[src/rtl/sd_data_serial_to_parallel.sv]
// sd_data_serial_to_parallel
//   Receive-side serial-to-parallel converter for the SD host DATA path.
//   Once armed, it waits for a start bit (DAT = 4'h0) and packs 4-bit
//   nibbles, MSB nibble first, into 32-bit words. After BLOCK_WORDS words
//   it checks the end bit and pulses reception_complete_SP_Phy.
//   Optional feature macro: SD_SP_CRC16_EN. When it is defined, one CRC16
//   (x^16+x^12+x^5+1, init 0) runs per DAT lane, and the received CRC is
//   checked before the end bit.
module sd_data_serial_to_parallel #(
  parameter int BLOCK_WORDS = 128
) (
  input  logic        SD_CLK,
  input  logic        RESET,
  input  logic        enable_SP,
  input  logic [3:0]  DAT_DIN,
  input  logic [15:0] timeout_Reg,
  output logic [31:0] data_read_SP_Phy,
  output logic        word_valid_SP,
  output logic        reception_complete_SP_Phy,
  output logic        rx_error_SP,
  output logic        timeout_SP
);

  localparam int WCW = (BLOCK_WORDS > 1) ? $clog2(BLOCK_WORDS) : 1;
  localparam logic [WCW-1:0] LAST_WORD = WCW'(BLOCK_WORDS - 1);

`ifdef SD_SP_CRC16_EN
  typedef enum logic [2:0] {IDLE, WAIT_START, RECEIVE, CRC, END_BIT} state_t;
`else
  typedef enum logic [2:0] {IDLE, WAIT_START, RECEIVE, END_BIT} state_t;
`endif

  state_t         state;
  state_t         state_nxt;
  logic [15:0]    tmo_cnt;
  logic [2:0]     nib_cnt;
  logic [WCW-1:0] word_cnt;
  logic [27:0]    shift;

  // Decoded per-cycle actions
  logic arm;
  logic start_hit;
  logic tmo_hit;
  logic tmo_dec;
  logic shift_en;
  logic word_done;
  logic last_word;
  logic end_hit;
  logic crc_err;

`ifdef SD_SP_CRC16_EN
  logic [3:0][15:0] crc;
  logic [3:0]       crc_cnt;
  logic             crc_bad;
  logic             crc_en;

  // Serial CRC16-CCITT step: one data bit in, MSB-first polynomial shift
  function automatic logic [15:0] crc16_step(input logic [15:0] c, input logic b);
    logic fb;
    fb = c[15] ^ b;
    return {c[14:0], 1'b0} ^ (fb ? 16'h1021 : 16'h0000);
  endfunction
`endif

  // State register
  always_ff @(posedge SD_CLK or posedge RESET) begin
    if (RESET) state <= IDLE;
    else       state <= state_nxt;
  end

  // Next-state logic; dropping enable_SP aborts from any active state
  always_comb begin
    state_nxt = state;
    case (state)
      IDLE:       if (arm) state_nxt = WAIT_START;
      WAIT_START: begin
        if (!enable_SP)     state_nxt = IDLE;
        else if (start_hit) state_nxt = RECEIVE;
        else if (tmo_hit)   state_nxt = IDLE;
      end
      RECEIVE: begin
        if (!enable_SP)     state_nxt = IDLE;
`ifdef SD_SP_CRC16_EN
        else if (last_word) state_nxt = CRC;
`else
        else if (last_word) state_nxt = END_BIT;
`endif
      end
`ifdef SD_SP_CRC16_EN
      CRC: begin
        if (!enable_SP)             state_nxt = IDLE;
        else if (crc_cnt == 4'd15)  state_nxt = END_BIT;
      end
`endif
      END_BIT:    state_nxt = IDLE;
      default:    state_nxt = IDLE;
    endcase
  end

  // Output/action decode; a start bit takes priority over timeout expiry
  always_comb begin
    arm       = 1'b0;
    start_hit = 1'b0;
    tmo_hit   = 1'b0;
    tmo_dec   = 1'b0;
    shift_en  = 1'b0;
    word_done = 1'b0;
    end_hit   = 1'b0;
`ifdef SD_SP_CRC16_EN
    crc_en    = 1'b0;
`endif
    case (state)
      IDLE:       arm = enable_SP;
      WAIT_START: begin
        if (enable_SP) begin
          if (DAT_DIN == 4'h0) begin
            start_hit = 1'b1;
          end else if (timeout_Reg != 16'd0) begin
            if (tmo_cnt == 16'd1) tmo_hit = 1'b1;
            else                  tmo_dec = 1'b1;
          end
        end
      end
      RECEIVE: begin
        if (enable_SP) begin
          shift_en  = 1'b1;
          word_done = (nib_cnt == 3'd7);
        end
      end
`ifdef SD_SP_CRC16_EN
      CRC:        crc_en  = enable_SP;
`endif
      END_BIT:    end_hit = enable_SP;
      default:    ;
    endcase
  end

  assign last_word = word_done && (word_cnt == LAST_WORD);

`ifdef SD_SP_CRC16_EN
  assign crc_err = crc_bad;
`else
  assign crc_err = 1'b0;
`endif

  // Start-bit timeout counter, loaded when the receiver is armed
  always_ff @(posedge SD_CLK or posedge RESET) begin
    if (RESET)        tmo_cnt <= 16'd0;
    else if (arm)     tmo_cnt <= timeout_Reg;
    else if (tmo_dec) tmo_cnt <= tmo_cnt - 16'd1;
  end

  // Nibble/word position inside the block, cleared on the start bit
  always_ff @(posedge SD_CLK or posedge RESET) begin
    if (RESET) begin
      nib_cnt  <= 3'd0;
      word_cnt <= '0;
    end else if (start_hit) begin
      nib_cnt  <= 3'd0;
      word_cnt <= '0;
    end else if (shift_en) begin
      nib_cnt <= nib_cnt + 3'd1;
      if (word_done) word_cnt <= word_cnt + WCW'(1);
    end
  end

  // Nibble shift register and word output; the 8th nibble completes a word
  always_ff @(posedge SD_CLK or posedge RESET) begin
    if (RESET) begin
      shift            <= 28'd0;
      data_read_SP_Phy <= 32'd0;
    end else if (shift_en) begin
      shift <= {shift[23:0], DAT_DIN};
      if (word_done) data_read_SP_Phy <= {shift, DAT_DIN};
    end
  end

  // One-cycle status pulses
  always_ff @(posedge SD_CLK or posedge RESET) begin
    if (RESET) begin
      word_valid_SP             <= 1'b0;
      reception_complete_SP_Phy <= 1'b0;
      timeout_SP                <= 1'b0;
    end else begin
      word_valid_SP             <= word_done;
      reception_complete_SP_Phy <= end_hit;
      timeout_SP                <= tmo_hit;
    end
  end

  // Block error flag: cleared on arm, set from end bit / CRC at block end
  always_ff @(posedge SD_CLK or posedge RESET) begin
    if (RESET)        rx_error_SP <= 1'b0;
    else if (arm)     rx_error_SP <= 1'b0;
    else if (end_hit) rx_error_SP <= (DAT_DIN != 4'hF) | crc_err;
  end

`ifdef SD_SP_CRC16_EN
  // Per-lane CRC: accumulate over data bits, then compare against the
  // received CRC bits MSB first while shifting the register out
  always_ff @(posedge SD_CLK or posedge RESET) begin
    if (RESET) begin
      crc     <= '0;
      crc_cnt <= 4'd0;
      crc_bad <= 1'b0;
    end else if (start_hit) begin
      crc     <= '0;
      crc_cnt <= 4'd0;
      crc_bad <= 1'b0;
    end else if (shift_en) begin
      for (int l = 0; l < 4; l++) crc[l] <= crc16_step(crc[l], DAT_DIN[l]);
    end else if (crc_en) begin
      for (int l = 0; l < 4; l++) crc[l] <= {crc[l][14:0], 1'b0};
      crc_cnt <= crc_cnt + 4'd1;
      crc_bad <= crc_bad | (DAT_DIN != {crc[3][15], crc[2][15], crc[1][15], crc[0][15]});
    end
  end
`endif

endmodule

[config.mk]
export PLATFORM = sky130hd
export DESIGN_NAME = sd_data_serial_to_parallel
export DESIGN_NICKNAME = d
export VERILOG_FILES = /design/src/rtl/sd_data_serial_to_parallel.sv
export SDC_FILE = /design/constraint.sdc
export NUM_CORES = 1
export LEC_CHECK = 0
export CAP_MARGIN = 40
export CORE_AREA = 10 10 108 91
export CTS_CLUSTER_SIZE = 8
export DETAILED_ROUTE_END_ITERATION = 6
export DIE_AREA = 0 0 118 101
export HOLD_SLACK_MARGIN = 0.06
export PLACE_DENSITY = 0.78
export SLEW_MARGIN = 20
export SYNTH_ARGS = -nofsm -noshare
export SYNTH_HDL_FRONTEND = slang
export SYNTH_SLANG_ARGS = --single-unit
export TNS_END_PERCENT = 30
[constraint.sdc]
create_clock -name SD_CLK -period 3.3 [get_ports SD_CLK]
set_input_delay 0.495 -clock SD_CLK [delete_from_list [all_inputs] [get_ports SD_CLK]]
set_output_delay 0.495 -clock SD_CLK [all_outputs]
set_load 0.01 [all_outputs]
# Yosys cells after proc, flatten, opt, wreduce, memory -nomap -nowiden
# Index checks and enable logic that the tools add are counted.
# Widths: inputs -> output; s select.
[classes]
n_shift = 0
mux = 35
n_bitwise = 0
eq_ne = 10
mul = 0
n_addsub = 3
magnitude_cmp = 0
n_reduce_logical = 11
div = 0
[op_table]
columns = ["op", "count"]
rows = [
  ["$mux 16", 2],
  ["$mux 3", 8],
  ["$mux 1", 21],
  ["$mux 7", 3],
  ["$eq 16x1->1 const B", 1],
  ["$reduce_bool 16->1", 1],
  ["$sub 16x1->16 const B", 1],
  ["$pmux 3 s3", 1],
  ["$ne 4x4->1 const B", 2],
  ["$reduce_bool 2->1", 4],
  ["$add 7x1->7 const B", 1],
  ["$eq 7x7->1 const B", 1],
  ["$eq 3x2->1 const B", 2],
  ["$logic_not 4->1", 1],
  ["$reduce_and 2->1", 2],
  ["$add 3x1->3 const B", 1],
  ["$eq 3x1->1 const B", 1],
  ["$eq 3x3->1 const B", 1],
  ["$logic_not 3->1", 1],
  ["$ne 3x3->1 const B", 1],
  ["$reduce_and 3->1", 1],
  ["$ne 2x2->1 const B", 1],
  ["$logic_and 1x1->1", 1],
]
[totals]
elab_cells = 69
reg_bits = 93
out_inout_bits = 36
mem_count = 0
mem_bits_rw = 0
latchBits = 0
mem_bits_ro = 0
input_bits = 23

# Longest topological paths before layout
# Gate-level depths: netlist of the first run.
[depth]
ltp_word = 10
depth_mapped = 8
ltp_nobuf = 7

# Worst setup path after synthesis of the first run
# OpenSTA, ideal clock, no wires.
[synth_timing]
path_type = "input-to-reg"
start = "in DAT_DIN[0]"
end = "reg tmo_cnt[14]"
setup_slack_ps = 1137
path_buffers = 2
t_arrival_ps = 2082
stages = 7
cell_sequence = "or4_1 > nand3_1 > or2_1 > clkbuf_1 > clkbuf_1 > o21ai_0 > a31oi_1"
[synth_between]
elab_chain_len = 5
[synth_lines]
columns = ["item", "line", "text"]
rows = [
  ["start: declaration", "15", "input logic [3:0] DAT_DIN,"],
  ["$logic_not 4->1", "116", "if (DAT_DIN == 4'h0) begin"],
  ["$mux 1", "116", ""],
  ["$mux 1", "115", "if (enable_SP) begin"],
  ["$mux 1", "112", "case (state)"],
  ["$reduce_bool 2->1 (no line)", "-", ""],
  ["end signal: assignment", "149", "else if (arm) tmo_cnt <= timeout_Reg;"],
  ["end signal: assignment", "150", "else if (tmo_dec) tmo_cnt <= tmo_cnt - 16'd1;"],
  ["end: declaration", "35", "logic [15:0] tmo_cnt;"],
]
# Every way passes these cells.
# A chain may end at the register's enable or synchronous reset.

# Final worst setup path of the first run
[layout_timing]
start = "reg tmo_cnt[8]"
end = "reg tmo_cnt[10]"
[layout_between]
elab_chain_len = 7
[layout_lines]
columns = ["item", "line", "text"]
rows = [
  ["$eq 16x1->1", "119", "if (tmo_cnt == 16'd1) tmo_hit = 1'b1;"],
  ["$mux 1", "119", ""],
  ["$mux 1", "118", "end else if (timeout_Reg != 16'd0) begin"],
  ["$mux 1", "116", ""],
  ["$mux 1", "115", ""],
  ["$mux 1", "112", ""],
  ["$reduce_bool 2->1 (no line)", "-", ""],
]
# Several ways; a longest one is shown, not always the timed one. The select of a mux whose other input is x is not followed.

==> report_table.html, run 1 <==
<table>
<tr><th>Metric</th><th>Value</th></tr>
<tr><th colspan="2">Route</th></tr>
<tr><td>Met3 wire len</td><td>approximately 530 um</td></tr>
<tr><td>Routed length per instance</td><td>16.8 um</td></tr>
<tr><td>Violation count after the first detailed-routing iteration</td><td>around 300</td></tr>
<tr><td>Detail Route Antenna Nets</td><td>0</td></tr>
<tr><td>Top routing layer in use</td><td>met4</td></tr>
<tr><td>Routed metal-1 wire length</td><td>approximately 4300 um</td></tr>
<tr><td># DRC</td><td>0</td></tr>
<tr><td>Total vias in the final route</td><td>~3200</td></tr>
<tr><td>Detailed Routing Iterations Pass 1</td><td>5</td></tr>
<tr><td>Average vias per placed instance</td><td>5.61</td></tr>
<tr><td>Routed wire length</td><td>9460 um</td></tr>
<tr><td>Wire length on met2</td><td>4480 um</td></tr>
<tr><th colspan="2">Floorplanning</th></tr>
<tr><td>Initial Util</td><td>between 50% and 60%</td></tr>
<tr><td>Top-Level Pins</td><td>slightly below 60</td></tr>
<tr><td>Die Footprint</td><td>about 12000 um2</td></tr>
<tr><td>Placeable core region</td><td>7690 um2</td></tr>
<tr><td>Chip Height</td><td>between 100 and 150 um</td></tr>
<tr><td>Number of rows in the core area</td><td>29</td></tr>
<tr><td>Die W</td><td>between 100 and 150 um</td></tr>
<tr><th colspan="2">STA</th></tr>
<tr><td>Fin worst setup slack</td><td>between 0.5 and 0.6 ns</td></tr>
<tr><td>Hold violation total from the final report</td><td>0</td></tr>
<tr><td>Final setup viols</td><td>0</td></tr>
<tr><td>Portion of the clock cycle consumed by the worst path in the final layout</td><td>roughly 84%</td></tr>
<tr><td>Final Critical Period</td><td>roughly 2.8 ns</td></tr>
<tr><td>Final number of max-transition violations</td><td>0</td></tr>
<tr><td>Setup repair after global routing missed its margin</td><td>no</td></tr>
<tr><td>Achievable frequency</td><td>~0.36 GHz</td></tr>
<tr><td>WHS</td><td>approximately 0.43 ns</td></tr>
<tr><td>Slew of the pin with the lowest slew margin</td><td>around 0.69 ns</td></tr>
<tr><td>Worst slew margin relative to its limit</td><td>between 50 and 60%</td></tr>
<tr><td>Setup skew after layout</td><td>approximately 0.012 ns</td></tr>
<tr><td>Post-Route Setup TNS</td><td>0 ns</td></tr>
<tr><th colspan="2">Final layout</th></tr>
<tr><td>NumNets Final</td><td>478</td></tr>
<tr><td>Layout Utilization</td><td>between 60% and 70%</td></tr>
<tr><td>Most used cells in the layout excluding fill and tap cells</td><td>sky130_fd_sc_hd__nand2_1, sky130_fd_sc_hd__dfrtp_1, sky130_fd_sc_hd__clkdlybuf4s50_1</td></tr>
<tr><td>Antenna diodes</td><td>0</td></tr>
<tr><td>Count of filler cells inserted in the layout</td><td>about 630</td></tr>
<tr><td>Most frequent standard cell in the layout excluding fill and tap cells</td><td>sky130_fd_sc_hd__nand2_1</td></tr>
<tr><td>P&amp;R area growth vs syn</td><td>23.8%</td></tr>
<tr><td>Share of final-layout standard cells stronger than drive strength 1</td><td>between 10% and 20%</td></tr>
<tr><th colspan="2">Clocking</th></tr>
<tr><td>Clock transition at the registers of the reported paths</td><td>0.10 ns</td></tr>
<tr><td>Clock tree from TritonCTS</td><td>done</td></tr>
<tr><td>Number of buffers between clock root and the deepest sink</td><td>2</td></tr>
<tr><td>Setup Fix Bufs, Post-CTS</td><td>0</td></tr>
<tr><td>Resized Gates After CTS</td><td>0</td></tr>
<tr><td>TritonCTS buffer count</td><td>9</td></tr>
<tr><td>H-tree depth reported by CTS</td><td>3</td></tr>
<tr><td>Count of clock tree sinks</td><td>about 90</td></tr>
<tr><td>Clock network latency to the later pin of the worst-skew pair</td><td>approximately 0.36 ns</td></tr>
<tr><td>CTS Root Buffer Type</td><td>sky130_fd_sc_hd__clkbuf_8</td></tr>
<tr><td>Cts-stage hold buffer count</td><td>0</td></tr>
<tr><th colspan="2">GRT</th></tr>
<tr><td>Global-route wire length before repair</td><td>about 16000 um</td></tr>
<tr><td>Overall Global Routing Usage</td><td>between 15 and 20%</td></tr>
<tr><td>Largest net degree at the start of global routing</td><td>37</td></tr>
<tr><td>Via count of the first global-routing pass</td><td>around 3100</td></tr>
<tr><td>Residual overflow from global routing</td><td>0</td></tr>
<tr><td>Initial antenna violation count</td><td>0</td></tr>
<tr><th colspan="2">Synthesis</th></tr>
<tr><td>Top cell type by total area after synthesis</td><td>sky130_fd_sc_hd__dfrtp_1</td></tr>
<tr><td>Synthesized instance count</td><td>391</td></tr>
<tr><td>Summed instance area of the synthesized netlist</td><td>around 4100 um2</td></tr>
<tr><td>Fraction of synthesized cell area taken by the top area cell type</td><td>between 50% and 60%</td></tr>
<tr><td>EDFF count, synth</td><td>0</td></tr>
<tr><td>Count of distinct cell types in the synthesized netlist</td><td>51</td></tr>
<tr><td>Share of synthesized registers carrying an async set or reset</td><td>between 90% and 100%</td></tr>
<tr><td>Main area contributors after synthesis</td><td>sky130_fd_sc_hd__dfrtp_1, sky130_fd_sc_hd__nand2_1, sky130_fd_sc_hd__mux2_2</td></tr>
<tr><td>Number of register bits inferred by synthesis</td><td>92</td></tr>
<tr><td>Ys Warns</td><td>0</td></tr>
<tr><td>Syn_area_per_cell</td><td>~10 um2</td></tr>
<tr><td>Net count after synthesis</td><td>roughly 420</td></tr>
<tr><td>Prevailing post-synth register cell</td><td>sky130_fd_sc_hd__dfrtp_1</td></tr>
<tr><td>Sequential share of the synthesized area</td><td>roughly 57%</td></tr>
<tr><th colspan="2">Critical path</th></tr>
<tr><td>Cells along the critical path</td><td>or4_1 -&gt; nor4_2 -&gt; and2_1 -&gt; nor2_1 -&gt; a221o_1</td></tr>
<tr><td>Delay contributed by the slowest stage of the critical path</td><td>about 0.69 ns</td></tr>
<tr><td>Req. time, crit path</td><td>~3.5 ns</td></tr>
<tr><td>Launching element type of the critical path</td><td>register</td></tr>
<tr><td>Crit Path Class</td><td>register to register</td></tr>
<tr><td>Kind of capture point of the worst setup path</td><td>register</td></tr>
<tr><td>Maximum fanout count along the critical path</td><td>16</td></tr>
<tr><td>Data arrival at the endpoint of the critical path</td><td>3.00 ns</td></tr>
<tr><td>CP delay by family, top</td><td>simple AND/OR/NAND/NOR gates</td></tr>
<tr><td>Critical path's slowest cell</td><td>sky130_fd_sc_hd__or4_1</td></tr>
<tr><td>Number of buffers and inverters on the critical path</td><td>0</td></tr>
<tr><th colspan="2">Placement</th></tr>
<tr><td>DP HPWL</td><td>between 6000 and 7000 um</td></tr>
<tr><td>Pre-CTS setup slack</td><td>roughly 0.53 ns</td></tr>
<tr><td>Buffers added on ports</td><td>58</td></tr>
<tr><td>Routability cong.</td><td>~0.9</td></tr>
<tr><th colspan="2">Flow run</th></tr>
<tr><td>Max-capacitance violation count</td><td>0</td></tr>
<tr><th colspan="2">Power</th></tr>
<tr><td>VDD IR-drop max</td><td>approximately 0.28 mV</td></tr>
<tr><td>Power after layout</td><td>~2.4 mW</td></tr>
<tr><td>Pwr per Cell Area</td><td>~470 nW/um2</td></tr>
<tr><td>Static power due to leakage</td><td>2.42 nW</td></tr>
<tr><th colspan="2">Run status</th></tr>
<tr><td>Status</td><td>finished clean</td></tr>
<tr><th colspan="2">Hold path</th></tr>
<tr><td>Hold WC Path Type</td><td>input pin to async pin</td></tr>
</table>
## flip-flops by register name, summed over array words and instances (netlist names)
signal and cells:
data_read_SP_Phy 32, shift 28, tmo_cnt 16, word_cnt 7, nib_cnt 3, state 2, reception_complete_SP_Phy 1, rx_error_SP 1
timeout_SP 1, word_valid_SP 1
## layout make-up
class	instances	area, um2	share of cell area [%]
clock buffer	9	124	2.46
clock inverter	7	123	2.44
inverter	5	20.0	0.398
multi-input combinational	274	1650	32.9
sequential	92	2300	45.8
tap	108	135	2.69
timing repair buffer	68	668	13.3
## power by group
group / internal [mW] / leakage, nW / switching [mW] / total (mW)
Combinational: 0.103 / 1.06 / 0.122 / 0.225
Clock: 0.510 / 0.122 / 0.401 / 0.911
Sequential: 1.18 / 1.25 / 0.0637 / 1.24
Total: 1.79 / 2.42 / 0.587 / 2.38
## worst paths after layout
kind	slack, ns	to	startpoint	depth (start not counted)
setup reg to reg	0.54	tmo_cnt[10]	tmo_cnt[8]	5
min in group SD_CLK	0.48	data_read_SP_Phy[28]	shift[24]	2
hold reg to reg	0.48	data_read_SP_Phy[28]	shift[24]	2
setup / recovery	0.54	tmo_cnt[10]	tmo_cnt[8]	5
max in group asynchronous	2.06	shift[18]	RESET	4
hold / removal	0.43	shift[21]	RESET	2
## per-layer routing
| metal | up-vias | global-route usage, % |
|---|---|---|
| li1 | 1491 | - |
| met1 | 1559 | 21.1 |
| met2 | 97 | 25.3 |
| met3 | 12 | 4.87 |
| met4 | 0 | 5.03 |
| met5 | - | 0 |
## worst reg2reg max path, delay by kind of cell (launching register included)
family	cells	cell delay [ns]
AO/OA/AOI/OAI	1	0.37
AND/OR/NAND/NOR	4	1.84
flip-flops	1	0.45
## metrics by stage
step / cells / instance area [um2]
final: 563 / 5030
after global routing: 563 / 5030
after CTS: 563 / 5030
after detailed placement: 547 / 4780
after global placement: 546 / 4760
after floorplan: 391 / 4060
## cell usage after synthesis, types with 6 or more instances
library cell and number:
sky130_fd_sc_hd__nor2_1 24, sky130_fd_sc_hd__nand4_1 6, sky130_fd_sc_hd__o211ai_1 7, sky130_fd_sc_hd__nand3_1 8
sky130_fd_sc_hd__nand2_1 112, sky130_fd_sc_hd__buf_1 6, sky130_fd_sc_hd__a31oi_1 6, sky130_fd_sc_hd__dfrtp_1 92
sky130_fd_sc_hd__clkbuf_1 11, sky130_fd_sc_hd__nor4_1 7, sky130_fd_sc_hd__mux2_2 28
## kinds of logic (layout without fill, tap and decap cells)
| group | after synthesis | after routing | synth area share [%] |
|---|---|---|---|
| and+or+nand+nor | 187 | 187 | 21.1 |
| DFF | 92 | 92 | 56.7 |
| AOI/OAI and AO/OA | 46 | 46 | 8.54 |
| muxes | 30 | 30 | 8.26 |
| buffers and inverters | 25 | 89 | 2.53 |
| xor gates and xnor gates | 6 | 6 | 1.29 |
| adders and majority gates | 5 | 5 | 1.54 |
(Power assumes the default switching activity.)
==> run 2: changes to the inputs <==
- CORE_AREA: 10 10 108 91 -> 10 10 113 95
- DIE_AREA: 0 0 118 101 -> 0 0 123 105
- PLACE_DENSITY: 0.78 -> 0.75
- clock period: 3.3 -> 2.5 ns (I/O delays scaled with it)
==> run 2 against run 1 <==
Against the previous run:
- final area up 1.5%
- clock skew is essentially flat
- total power is 22% higher
- hold slack lost 0.0075 ns
- combinational power grew 37%
==> report_table.html, run 2 (same netlist as run 1, synthesis figures left out) <==
<table>
<tr><th>Metric</th><th>Value</th></tr>
<tr><th colspan="2">Route</th></tr>
<tr><td>Detail Route Antenna Nets</td><td>0 (unchanged)</td></tr>
<tr><td>Routed length per instance</td><td>16.3 um (-3.1%)</td></tr>
<tr><td>Routed wire length</td><td>9440 um (-0.14%)</td></tr>
<tr><td># DRC</td><td>0 (unchanged)</td></tr>
<tr><td>Total vias in the final route</td><td>3167 (+0.25%)</td></tr>
<tr><td>Detailed Routing Iterations Pass 1</td><td>4 (-1)</td></tr>
<tr><td>Violation count after the first detailed-routing iteration</td><td>270 (-9.4%)</td></tr>
<tr><td>Average vias per placed instance</td><td>5.46 (-2.7%)</td></tr>
<tr><th colspan="2">Flow run</th></tr>
<tr><td>Max-capacitance violation count</td><td>0 (unchanged)</td></tr>
<tr><th colspan="2">Placement</th></tr>
<tr><td>Routability cong.</td><td>0.876 (-5.5%)</td></tr>
<tr><td>Buffers added on ports</td><td>58 (unchanged)</td></tr>
<tr><td>Total instance count after detailed placement</td><td>564 (+3.1%)</td></tr>
<tr><td>DP HPWL</td><td>7030 um (+2.8%)</td></tr>
<tr><th colspan="2">Final layout</th></tr>
<tr><td>Most frequent standard cell in the layout excluding fill and tap cells</td><td>sky130_fd_sc_hd__nand2_1</td></tr>
<tr><td>Most used cells in the layout excluding fill and tap cells</td><td>sky130_fd_sc_hd__nand2_1, sky130_fd_sc_hd__dfrtp_1, sky130_fd_sc_hd__clkdlybuf4s50_1</td></tr>
<tr><td>Top flop regs</td><td>data_read_SP_Phy: 32 flops, shift: 28 flops, tmo_cnt: 16 flops</td></tr>
<tr><td>NumNets Final</td><td>491 (+2.7%)</td></tr>
<tr><td>Layout Utilization</td><td>60.9% (-4.4 points)</td></tr>
<tr><td>Final Instance Count excl. Fillers</td><td>580 (+3.0%)</td></tr>
<tr><td>Share of final-layout standard cells stronger than drive strength 1</td><td>15.4% (+2.4 points)</td></tr>
<tr><td>Max FFs per register</td><td>32 (unchanged)</td></tr>
<tr><td>P&amp;R area growth vs syn</td><td>25.6%</td></tr>
<tr><td>Register name with the most flops</td><td>data_read_SP_Phy</td></tr>
<tr><td>Antenna diodes</td><td>0 (unchanged)</td></tr>
<tr><th colspan="2">Critical path</th></tr>
<tr><td>Data arrival at the endpoint of the critical path</td><td>2.61 ns (-0.39 ns)</td></tr>
<tr><td>Critical path depth in cells</td><td>6 (+1)</td></tr>
<tr><td>Maximum fanout count along the critical path</td><td>7 (-9)</td></tr>
<tr><td>Number of buffers and inverters on the critical path</td><td>1 (+1)</td></tr>
<tr><td>Reg-to-reg slack, setup</td><td>0.18 ns (-0.36 ns)</td></tr>
<tr><td>Cells along the critical path</td><td>or4_1 -&gt; nor4_2 -&gt; buf_4 -&gt; nand2_1 -&gt; a21oi_1 -&gt; a221o_1</td></tr>
<tr><td>Reg2reg end</td><td>tmo_cnt[10]</td></tr>
<tr><td>CP delay by family, top</td><td>simple AND/OR/NAND/NOR gates</td></tr>
<tr><td>Delay contributed by the slowest stage of the critical path</td><td>0.67 ns (-0.02 ns)</td></tr>
<tr><td>Startpoint of the most critical register-to-register path</td><td>tmo_cnt[8]</td></tr>
<tr><td>Launching element type of the critical path</td><td>register</td></tr>
<tr><td>Req. time, crit path</td><td>2.79 ns (-0.75 ns)</td></tr>
<tr><td>Crit Path Class</td><td>register to register</td></tr>
<tr><td>Kind of capture point of the worst setup path</td><td>register</td></tr>
<tr><td>Number of cells on the worst reg-to-reg path</td><td>6 (+1)</td></tr>
<tr><td>Critical path's slowest cell</td><td>sky130_fd_sc_hd__or4_1</td></tr>
<tr><th colspan="2">Floorplanning</th></tr>
<tr><td>Top-Level Pins</td><td>59 (unchanged)</td></tr>
<tr><td>Die W</td><td>123 um (+4.2%)</td></tr>
<tr><td>Chip Height</td><td>105 um (+4.0%)</td></tr>
<tr><td>Placeable core region</td><td>8370 um2 (+8.8%)</td></tr>
<tr><td>Die Footprint</td><td>12900 um2 (+8.4%)</td></tr>
<tr><td>Initial Util</td><td>48.5% (-4.3 points)</td></tr>
<tr><td>Number of rows in the core area</td><td>30 (+3.4%)</td></tr>
<tr><th colspan="2">Clocking</th></tr>
<tr><td>Setup Fix Bufs, Post-CTS</td><td>0 (unchanged)</td></tr>
<tr><td>Clock network latency to the later pin of the worst-skew pair</td><td>0.36 ns (about the same)</td></tr>
<tr><td>Clock tree from TritonCTS</td><td>done</td></tr>
<tr><td>Cts-stage hold buffer count</td><td>0 (unchanged)</td></tr>
<tr><td>CTS Root Buffer Type</td><td>sky130_fd_sc_hd__clkbuf_8</td></tr>
<tr><td>Count of clock tree sinks</td><td>92 (unchanged)</td></tr>
<tr><td>Clock transition at the registers of the reported paths</td><td>0.10 ns (about the same)</td></tr>
<tr><td>TritonCTS buffer count</td><td>9 (unchanged)</td></tr>
<tr><td>H-tree depth reported by CTS</td><td>3 (unchanged)</td></tr>
<tr><td>Resized Gates After CTS</td><td>0 (unchanged)</td></tr>
<tr><td>Number of buffers between clock root and the deepest sink</td><td>2 (unchanged)</td></tr>
<tr><th colspan="2">STA</th></tr>
<tr><td>Achievable frequency</td><td>0.431 GHz (+19%)</td></tr>
<tr><td>Setup skew after layout</td><td>0.0121 ns (+0.000357 ns)</td></tr>
<tr><td>Worst slew margin relative to its limit</td><td>59.9% (+5.9 points)</td></tr>
<tr><td>Final Critical Period</td><td>2.32 ns (-0.438 ns)</td></tr>
<tr><td>Hold violation total from the final report</td><td>0 (unchanged)</td></tr>
<tr><td>Post-Route Setup TNS</td><td>0 ns (unchanged)</td></tr>
<tr><td>Final number of max-transition violations</td><td>0 (unchanged)</td></tr>
<tr><td>Slew of the pin with the lowest slew margin</td><td>0.601 ns (-0.0851 ns)</td></tr>
<tr><td>Setup repair after global routing missed its margin</td><td>no</td></tr>
<tr><td>Final setup viols</td><td>0 (unchanged)</td></tr>
<tr><td>Portion of the clock cycle consumed by the worst path in the final layout</td><td>92.8% (+9.2 points)</td></tr>
<tr><th colspan="2">Power</th></tr>
<tr><td>Static power due to leakage</td><td>2.46 nW (+1.7%)</td></tr>
<tr><td>VDD IR-drop max</td><td>0.254 mV (-11%)</td></tr>
<tr><td>Pwr per Cell Area</td><td>570 nW/um2 (+20%)</td></tr>
<tr><th colspan="2">Hold path</th></tr>
<tr><td>Hold WC Path Type</td><td>input pin to async pin</td></tr>
<tr><th colspan="2">GRT</th></tr>
<tr><td>Initial antenna violation count</td><td>0 (unchanged)</td></tr>
<tr><td>Largest net degree at the start of global routing</td><td>35 (-5.4%)</td></tr>
<tr><td>Global-route wire length before repair</td><td>16100 um (+2.3%)</td></tr>
<tr><td>Via count of the first global-routing pass</td><td>3245 (+3.3%)</td></tr>
<tr><td>Overall Global Routing Usage</td><td>15.3% (-0.82 points)</td></tr>
<tr><td>Residual overflow from global routing</td><td>0 (unchanged)</td></tr>
<tr><th colspan="2">Run status</th></tr>
<tr><td>Status</td><td>finished clean</td></tr>
</table>
## run 2: cell types whose count changed in the layout (fill, tap and decap cells not counted)
cell and delta:
sky130_fd_sc_hd__clkinvlp_4 +2, sky130_fd_sc_hd__clkinv_2 -2, sky130_fd_sc_hd__inv_6 +2, sky130_fd_sc_hd__clkbuf_8 +1
sky130_fd_sc_hd__bufinv_16 -3, sky130_fd_sc_hd__buf_12 +2, sky130_fd_sc_hd__buf_4 +11
## run 2: power breakdown
group | switching (mW) | internal (mW) | leakage [nW] | total, mW
clock | 0.553 | 0.406 | 0.0918 | 0.959
combinational | 0.161 | 0.148 | 1.13 | 0.309
sequential | 0.0835 | 1.56 | 1.25 | 1.64
total | 0.798 | 2.11 | 2.46 | 2.91
## run 2: worst max-delay path by stage
stage                from          end  slack [ns]
2_1_floorplan  tmo_cnt[8]  tmo_cnt[14]        0.35
3_3_place_gp   DAT_DIN[1]  tmo_cnt[14]        0.10
3_5_place_dp   DAT_DIN[2]  tmo_cnt[15]        0.06
4_1_cts        tmo_cnt[8]  tmo_cnt[15]        0.20
5_1_grt        tmo_cnt[8]   tmo_cnt[3]        0.06
6_report       tmo_cnt[8]  tmo_cnt[10]        0.18
## run 2: layer usage
| layer | vias up | track usage [%] | wire length (um) |
|---|---|---|---|
| met5 | - | 0 | 0 |
| met2 | 97 | 23.1 | 4330 |
| li1 | 1517 | - | - |
| met4 | 0 | 5.23 | 168 |
| met1 | 1536 | 21.1 | 4360 |
| met3 | 17 | 3.60 | 580 |
## run 2: through the flow
stage / power (mW) / setup slack, ns / hold WS (ns) / instance area, um2
2_1_floorplan: 1.84 / 0.348 / 0.433 / 4060
3_3_place_gp: 1.96 / 0.104 / 0.447 / 4910
3_5_place_dp: 1.98 / 0.0553 / 0.461 / 4910
4_1_cts: 2.95 / 0.201 / 0.433 / 5100
5_1_grt: 3.05 / 0.0639 / 0.469 / 5100
6_report: 2.91 / 0.179 / 0.423 / 5100
## run 2: worst reg2reg max path, cell delays in order (launching register included)
cell and delay (ns):
sky130_fd_sc_hd__dfrtp_1 0.44, sky130_fd_sc_hd__or4_1 0.67, sky130_fd_sc_hd__nor4_2 0.24, sky130_fd_sc_hd__buf_4 0.19
sky130_fd_sc_hd__nand2_1 0.15, sky130_fd_sc_hd__a21oi_1 0.35, sky130_fd_sc_hd__a221o_1 0.22
## run 2: area by class of cell
| class | instances | area (um2) |
|---|---|---|
| flip-flops and latches | 92 | 2300 |
| repair buffers | 81 | 791 |
| clock inverters | 6 | 52.6 |
| multi-input cells | 274 | 1650 |
| well taps | 112 | 140 |
| clock buffers | 10 | 138 |
| inverters | 5 | 22.5 |
| fillers | 695 | 3270 |
==> run 3: changes to the inputs <==
- SLEW_MARGIN: 20 -> not set
==> results of run 3 <==
Same layout as run 2: the final DEF is identical, and so are final timing and power.
